**src/rtl/vector_pkg.sv**
```systemverilog
// Shared types and constants for the vector lane sequencer and its per-lane ALU.
package vector_pkg;

  typedef enum logic [2:0] {
    OP_ADD = 3'b000,
    OP_SUB = 3'b001,
    OP_AND = 3'b010,
    OP_OR  = 3'b011,
    OP_XOR = 3'b100,
    OP_SHL = 3'b101,
    OP_SHR = 3'b110,
    OP_MUL = 3'b111
  } alu_op_t;

  typedef enum logic [1:0] {
    IDLE = 2'd0,
    RUN  = 2'd1,
    DONE = 2'd2
  } seq_state_t;

  // Beat counter width; a single-beat configuration still needs one bit.
  function automatic int unsigned beat_width(input int unsigned beats);
    return (beats > 1) ? $clog2(beats) : 1;
  endfunction

  localparam int unsigned DEFAULT_VECTOR_SIZE = 6;
  localparam int unsigned DEFAULT_LANES       = 2;
  localparam int unsigned BEATS               = DEFAULT_VECTOR_SIZE / DEFAULT_LANES;
  localparam int unsigned BEAT_WIDTH          = beat_width(BEATS);

endpackage

```
**src/rtl/vector_lane_alu.sv**
```systemverilog
// Combinational single-element unsigned ALU with optional saturation and overflow flag.
module vector_lane_alu
  import vector_pkg::*;
#(
  parameter int unsigned VECTOR_DATA_WIDTH = 8
) (
  input  logic [VECTOR_DATA_WIDTH-1:0] op1,
  input  logic [VECTOR_DATA_WIDTH-1:0] op2,
  input  alu_op_t                      op,
  input  logic                         saturate,
  output logic [VECTOR_DATA_WIDTH-1:0] result,
  output logic                         overflow
);

  localparam int unsigned W   = VECTOR_DATA_WIDTH;
  localparam int unsigned SHW = (W > 1) ? $clog2(W) : 1;

  logic [W:0]     sum;
  logic [2*W-1:0] prod;
  logic [SHW-1:0] shamt;

  always_comb begin
    sum      = {1'b0, op1} + {1'b0, op2};
    prod     = {{W{1'b0}}, op1} * {{W{1'b0}}, op2};
    shamt    = op2[SHW-1:0];
    result   = '0;
    overflow = 1'b0;
    case (op)
      OP_ADD: begin
        overflow = sum[W];
        result   = (saturate && sum[W]) ? '1 : sum[W-1:0];
      end
      OP_SUB: begin
        overflow = (op1 < op2);
        result   = (saturate && overflow) ? '0 : op1 - op2;
      end
      OP_AND: result = op1 & op2;
      OP_OR:  result = op1 | op2;
      OP_XOR: result = op1 ^ op2;
      OP_SHL: result = op1 << shamt;
      OP_SHR: result = op1 >> shamt;
      OP_MUL: begin
        overflow = |prod[2*W-1:W];
        result   = (saturate && overflow) ? '1 : prod[W-1:0];
      end
      default: begin
        result   = '0;
        overflow = 1'b0;
      end
    endcase
  end

endmodule

```
**src/rtl/vector_lane_sequencer.sv**
```systemverilog
// Multi-beat vector execution unit: LANES elements per beat, stalls the front end while running.
module vector_lane_sequencer
  import vector_pkg::*;
#(
  parameter int unsigned VECTOR_DATA_WIDTH = 8,
  parameter int unsigned VECTOR_SIZE       = 6,
  parameter int unsigned LANES             = 2,
  parameter int unsigned ALU_CONTROL_WIDTH = 3
) (
  input  logic                                          clock,
  input  logic                                          reset,
  input  logic                                          start,
  input  logic [ALU_CONTROL_WIDTH-1:0]                  aluControl,
  input  logic                                          isVectorScalarOperation,
  input  logic                                          saturate,
  input  logic [VECTOR_SIZE-1:0][VECTOR_DATA_WIDTH-1:0] vectorOperand1,
  input  logic [VECTOR_SIZE-1:0][VECTOR_DATA_WIDTH-1:0] vectorOperand2,
  input  logic [VECTOR_DATA_WIDTH-1:0]                  scalarOperand,
  output logic                                          stall,
  output logic                                          busy,
  output logic                                          done,
  output logic [VECTOR_SIZE-1:0][VECTOR_DATA_WIDTH-1:0] result,
  output logic [VECTOR_SIZE-1:0]                        zeroMask,
  output logic                                          overflow
);

  localparam int unsigned W         = VECTOR_DATA_WIDTH;
  localparam int unsigned NUM_BEATS = VECTOR_SIZE / LANES;
  localparam int unsigned BEAT_W    = beat_width(NUM_BEATS);
  localparam logic [BEAT_W-1:0] LAST_BEAT = BEAT_W'(NUM_BEATS - 1);

  if (LANES == 0 || (VECTOR_SIZE % LANES) != 0) begin : g_bad_lanes
    $error("vector_lane_sequencer: LANES must divide VECTOR_SIZE");
  end
  if (ALU_CONTROL_WIDTH < 3) begin : g_bad_ctrl
    $error("vector_lane_sequencer: ALU_CONTROL_WIDTH must be at least 3");
  end

  seq_state_t                        state_q, state_d;
  logic [BEAT_W-1:0]                 beat_q;
  logic [VECTOR_SIZE-1:0][W-1:0]     op1_q, op2_q;
  logic [W-1:0]                      scalar_q;
  alu_op_t                           op_q;
  logic                              sat_q;
  logic                              vs_q;
  logic [VECTOR_SIZE-1:0][W-1:0]     result_q;
  logic [VECTOR_SIZE-1:0]            zero_q;
  logic                              ovf_q;

  logic                              accept;
  logic [LANES-1:0][W-1:0]           lane_a, lane_b, lane_res;
  logic [LANES-1:0]                  lane_ovf;

  assign accept   = start & (state_q != RUN);
  assign busy     = (state_q == RUN);
  assign done     = (state_q == DONE);
  assign stall    = reset & ((state_q == RUN) | accept);
  assign result   = result_q;
  assign zeroMask = zero_q;
  assign overflow = ovf_q;

  always_comb begin
    state_d = state_q;
    case (state_q)
      IDLE:    if (accept) state_d = RUN;
      RUN:     if (beat_q == LAST_BEAT) state_d = DONE;
      DONE:    state_d = accept ? RUN : IDLE;
      default: state_d = IDLE;
    endcase
  end

  // Lane l of beat b works on element b*LANES+l; select with constant indices per beat.
  always_comb begin
    lane_a = '0;
    lane_b = '0;
    for (int unsigned l = 0; l < LANES; l++) begin
      for (int unsigned b = 0; b < NUM_BEATS; b++) begin
        if (beat_q == BEAT_W'(b)) begin
          lane_a[l] = op1_q[b*LANES+l];
          lane_b[l] = vs_q ? scalar_q : op2_q[b*LANES+l];
        end
      end
    end
  end

  for (genvar g = 0; g < LANES; g++) begin : g_lane
    vector_lane_alu #(
      .VECTOR_DATA_WIDTH(W)
    ) u_alu (
      .op1     (lane_a[g]),
      .op2     (lane_b[g]),
      .op      (op_q),
      .saturate(sat_q),
      .result  (lane_res[g]),
      .overflow(lane_ovf[g])
    );
  end

  always_ff @(posedge clock) begin
    if (!reset) begin
      state_q  <= IDLE;
      beat_q   <= '0;
      op1_q    <= '0;
      op2_q    <= '0;
      scalar_q <= '0;
      op_q     <= OP_ADD;
      sat_q    <= 1'b0;
      vs_q     <= 1'b0;
      result_q <= '0;
      zero_q   <= '0;
      ovf_q    <= 1'b0;
    end else begin
      state_q <= state_d;
      if (accept) begin
        op1_q    <= vectorOperand1;
        op2_q    <= vectorOperand2;
        scalar_q <= scalarOperand;
        op_q     <= alu_op_t'(aluControl[2:0]);
        sat_q    <= saturate;
        vs_q     <= isVectorScalarOperation;
        beat_q   <= '0;
        result_q <= '0;
        zero_q   <= '0;
        ovf_q    <= 1'b0;
      end else if (state_q == RUN) begin
        beat_q <= (beat_q == LAST_BEAT) ? '0 : beat_q + 1'b1;
        for (int unsigned i = 0; i < VECTOR_SIZE; i++) begin
          if (beat_q == BEAT_W'(i / LANES)) begin
            result_q[i] <= lane_res[i % LANES];
            zero_q[i]   <= (lane_res[i % LANES] == '0);
          end
        end
        ovf_q <= ovf_q | (|lane_ovf);
      end
    end
  end

endmodule

```
**config.mk**
```make
export PLATFORM = sky130hd
export DESIGN_NAME = vector_lane_sequencer
export DESIGN_NICKNAME = d
export VERILOG_FILES = /design/src/rtl/vector_pkg.sv /design/src/rtl/vector_lane_alu.sv /design/src/rtl/vector_lane_sequencer.sv
export SDC_FILE = /design/constraint.sdc
export NUM_CORES = 1
export LEC_CHECK = 0
export BUFFER_PORTS_ARGS = -buffer_cell sky130_fd_sc_hd__buf_4
export CAP_MARGIN = 25
export CORE_MARGIN = 1.5
export CORE_UTILIZATION = 50
export DETAILED_ROUTE_END_ITERATION = 10
export GPL_TIMING_DRIVEN = 0
export PLACE_DENSITY = 0.75
export SYNTH_ARGS = -nofsm -noshare
export SYNTH_HDL_FRONTEND = slang
export SYNTH_SLANG_ARGS = --single-unit
```
**constraint.sdc**
```tcl
create_clock -name clock -period 9.02 [get_ports clock]
set_input_delay 1.804 -clock clock [delete_from_list [all_inputs] [get_ports clock]]
set_output_delay 1.804 -clock clock [all_outputs]
set_load 0.02 [all_outputs]
```
==> run summary <==
status -> finished, final reports clean
diodes inserted -> 0
switching component of the power -> 1.00 mW
static leakage -> 7.10 nW
area share of the largest cell type after synthesis -> 23.2%
Fillers -> 2656
Yosys top cell by area -> dfxtp_1
CP max stage delay -> 0.86 ns
Max-Cap Viols -> 0
GRT Util Overall -> 33.4%
CP Class -> reg -> reg
Synth Instances -> 1891
largest net degree at the start of global routing -> 19
worst clock skew -> 0.0242 ns
largest cells by area after synthesis -> dfxtp_1 (23%), ha_1 (11%), fa_1 (11%)
starting density of the core -> 50.6%
worst-path fanout max -> 10
Post-synth EDFFs -> 0
I/O Pins -> 170
syn nets -> 2201
share of cells above drive strength 1 -> 13.0%
Synthesis Warnings -> 0
WL final -> 50100 µm
Root Buffer -> clkbuf_16
die height -> 173 µm
RSZ-0062 raised after global routing -> no
TNS Setup -> 0 ns
num rows -> 62
CTS tree -> yes
setup bufs post-CTS -> 0
Worst Hold Path EP -> result[38]
Die Area -> 30000 µm²
Most used DFF post-synth -> dfxtp_1
Clock Latency Late Sink -> 0.44 ns
Avg WL per Cell -> 20.1 µm
max-slew violations -> 0
Crit Reg-Reg Endpoint -> zeroMask[3]
Pint -> 1.51 mW
most frequent CP cell -> inv_1
reg-to-reg critical path startpoint -> beat_q[1]
Tmin final -> 8.64 ns
nets@finish -> 2400
Max Fclk -> 0.116 GHz
Async S/R FF share, synth -> 0%
CTS sink cnt -> 168
CP startpoint kind -> flop
Reg2Reg Setup Slack -> 0.38 ns
crit path max-delay cell type -> a211oi_1
Clock transition at path regs -> 0.08 ns
cts repair resizes -> 0
H-tree levels -> 4
first-pass GRT wire length -> 78700 µm
placed cell area -> 16300 µm²
combinational power share -> 37.3%
sequential area share after synthesis -> 23.2%
number of port buffers -> 169
Hold Worst Slack -> 0.463 ns
Yosys cell types -> 88
final total power -> 2.51 mW
CP bufs+invs -> 10
Slew @ Worst Pin -> 1.13 ns
Clock Tree Buf Depth -> 2
DP HPWL -> 40000 µm
Worst Reg-to-Reg Cells -> 28
CTS Buf Count -> 17
vias -> 14.6k
CP startpoint -> beat_q[1]
setup violators final -> 0
most frequent cells in the layout -> nand2_1 (358), buf_4 (178), nor2_1 (174)
vias in the first global route -> 14.3k
final worst-path cycle share -> 95.8%
CP Data Required Time -> 9.38 ns
gr ovfl total -> 0
CTS hold repair buffers -> 0
die width -> 173 µm
Core Area -> 28600 µm²
Pre-antenna DRT Iters -> 5
RePlAce Congestion -> 0.992
share of power burned in the clock network -> 30.8%
Worst Setup Slack, final -> 0.377 ns
Placement Setup Slack -> 0.475 ns
FF/Latch Area -> 3360 µm²
Via density -> 5.88
Finished Cell Area -> 16900 µm²
footprint of the multi-input gates -> 10100 µm²
sw frac -> 39.9%
Final ANT Viol Nets -> 0
relative slew slack -> 24.3%
Yosys reg bits -> 168
Mapped Area -> 14500 µm²
pwr dens -> 148 nW/µm²
DR DRC count -> 0
WP depth -> 28
Max IR drop VDD -> 144 µV
commonest non-fill, non-tap cell in the layout -> nand2_1
drt initial violations -> 1361
area grow syn2layout -> 16.8%
hold path cells -> 2
family with the most delay on the worst path -> compound AO/OA/AOI/OAI gates
Avg Synthesized Cell Area -> 7.66 µm²
min-delay src -> result[38]
Hold Crit Class -> reg -> reg
crit end category -> flop
share of power burned in registers -> 31.9%
antenna violations before repair -> 0
CP Data Arrival Time -> 9.00 ns
Fin. Hold Viols -> 0
==> metrics by stage <==
| step | util (%) | cells |
|---|---|---|
| global route | 59.1 | 2487 |
| finish | 59.1 | 2487 |
| CTS | 59.1 | 2486 |
| detailed placement | 57.0 | 2454 |
| floorplan | - | 1891 |
| global placement | 56.7 | 2444 |
==> metal layers <==
layer / GRT usage [%] / vias to the layer above / part of all wire [%]
met3: 4.21 / 122 / 6.4
met4: 11.5 / 0 / 3.2
met1: 44.7 / 6966 / 44
met5: 0 / - / 0
li1: - / 6859 / -
met2: 55.6 / 667 / 47
==> registers in the layout, summed over array words and instances (netlist names) <==
signal	flops
sat_q	1
beat_q	2
op1_q	48
op_q	3
scalar_q	8
zeroMask	6
overflow	1
result	48
vs_q	1
state_q	2
op2_q	48
==> worst max path at each step <==
stage / endpoint
CTS: zeroMask[3]
global route: zeroMask[1]
detailed placement: zeroMask[3]
global placement: zeroMask[3]
finish: zeroMask[3]
floorplan: zeroMask[1]
==> cell type report <==
cell class                 instances  area share, %
clock inverter                    15           1.09
tap                              384           2.84
buffer                           109           2.68
sequential                       168           19.9
multi-input combinational       1449           59.4
timing repair buffer             180           7.96
inverter                         165           3.66
clock buffer                      17           2.51
==> power by group through the flow <==
stage / sequential (mW) / combinational [mW] / clock (mW)
6_report: 0.800 / 0.936 / 0.772
3_3_place_gp: 0.815 / 0.892 / 0
2_1_floorplan: 0.815 / 0.603 / 0
4_1_cts: 0.799 / 0.916 / 0.772
3_5_place_dp: 0.816 / 0.909 / 0
5_1_grt: 0.803 / 1.02 / 0.804
==> cells by family after synthesis <==
logic type	synth area share, %
adder cells (fa/ha/maj)	21.0
flip-flops	23.2
AO/OA/AOI/OAI	25.1
multiplexers	1.54
buffers and inverters	7.40
XOR/XNOR	1.69
AND/OR/NAND/NOR	20.1
==> synthesized netlist by cell type (7+ instances only) <==
cell / instances
nand2_1: 358
nor2_1: 174
dfxtp_1: 168
inv_1: 148
a21oi_1: 137
ha_1: 122
a21boi_0: 110
clkbuf_1: 80
fa_1: 76
o21ai_0: 48
a211oi_1: 37
nor3_1: 32
nand3_1: 27
xnor2_1: 26
buf_2: 20
mux2i_1: 20
o22ai_1: 17
nor2b_1: 15
o21ai_1: 15
a21o_1: 12
a31oi_1: 12
nand2b_1: 12
o21a_1: 12
inv_2: 11
o2111ai_1: 10
o211ai_1: 10
o22a_1: 10
and2_1: 9
nand4_1: 8
o2bb2ai_1: 7
o31ai_1: 7
or3_1: 7
==> worst reg2reg max path, delay by kind of cell (launching register included) <==
kind / cells / cell delay (ns)
AO/OA/AOI/OAI: 8 / 3.12
adder cells (fa/ha/maj): 5 / 1.96
buffers and inverters: 10 / 1.83
flip-flops: 1 / 0.30
AND/OR/NAND/NOR: 5 / 1.37
No activity file was read; power rests on OpenSTA's default activity.
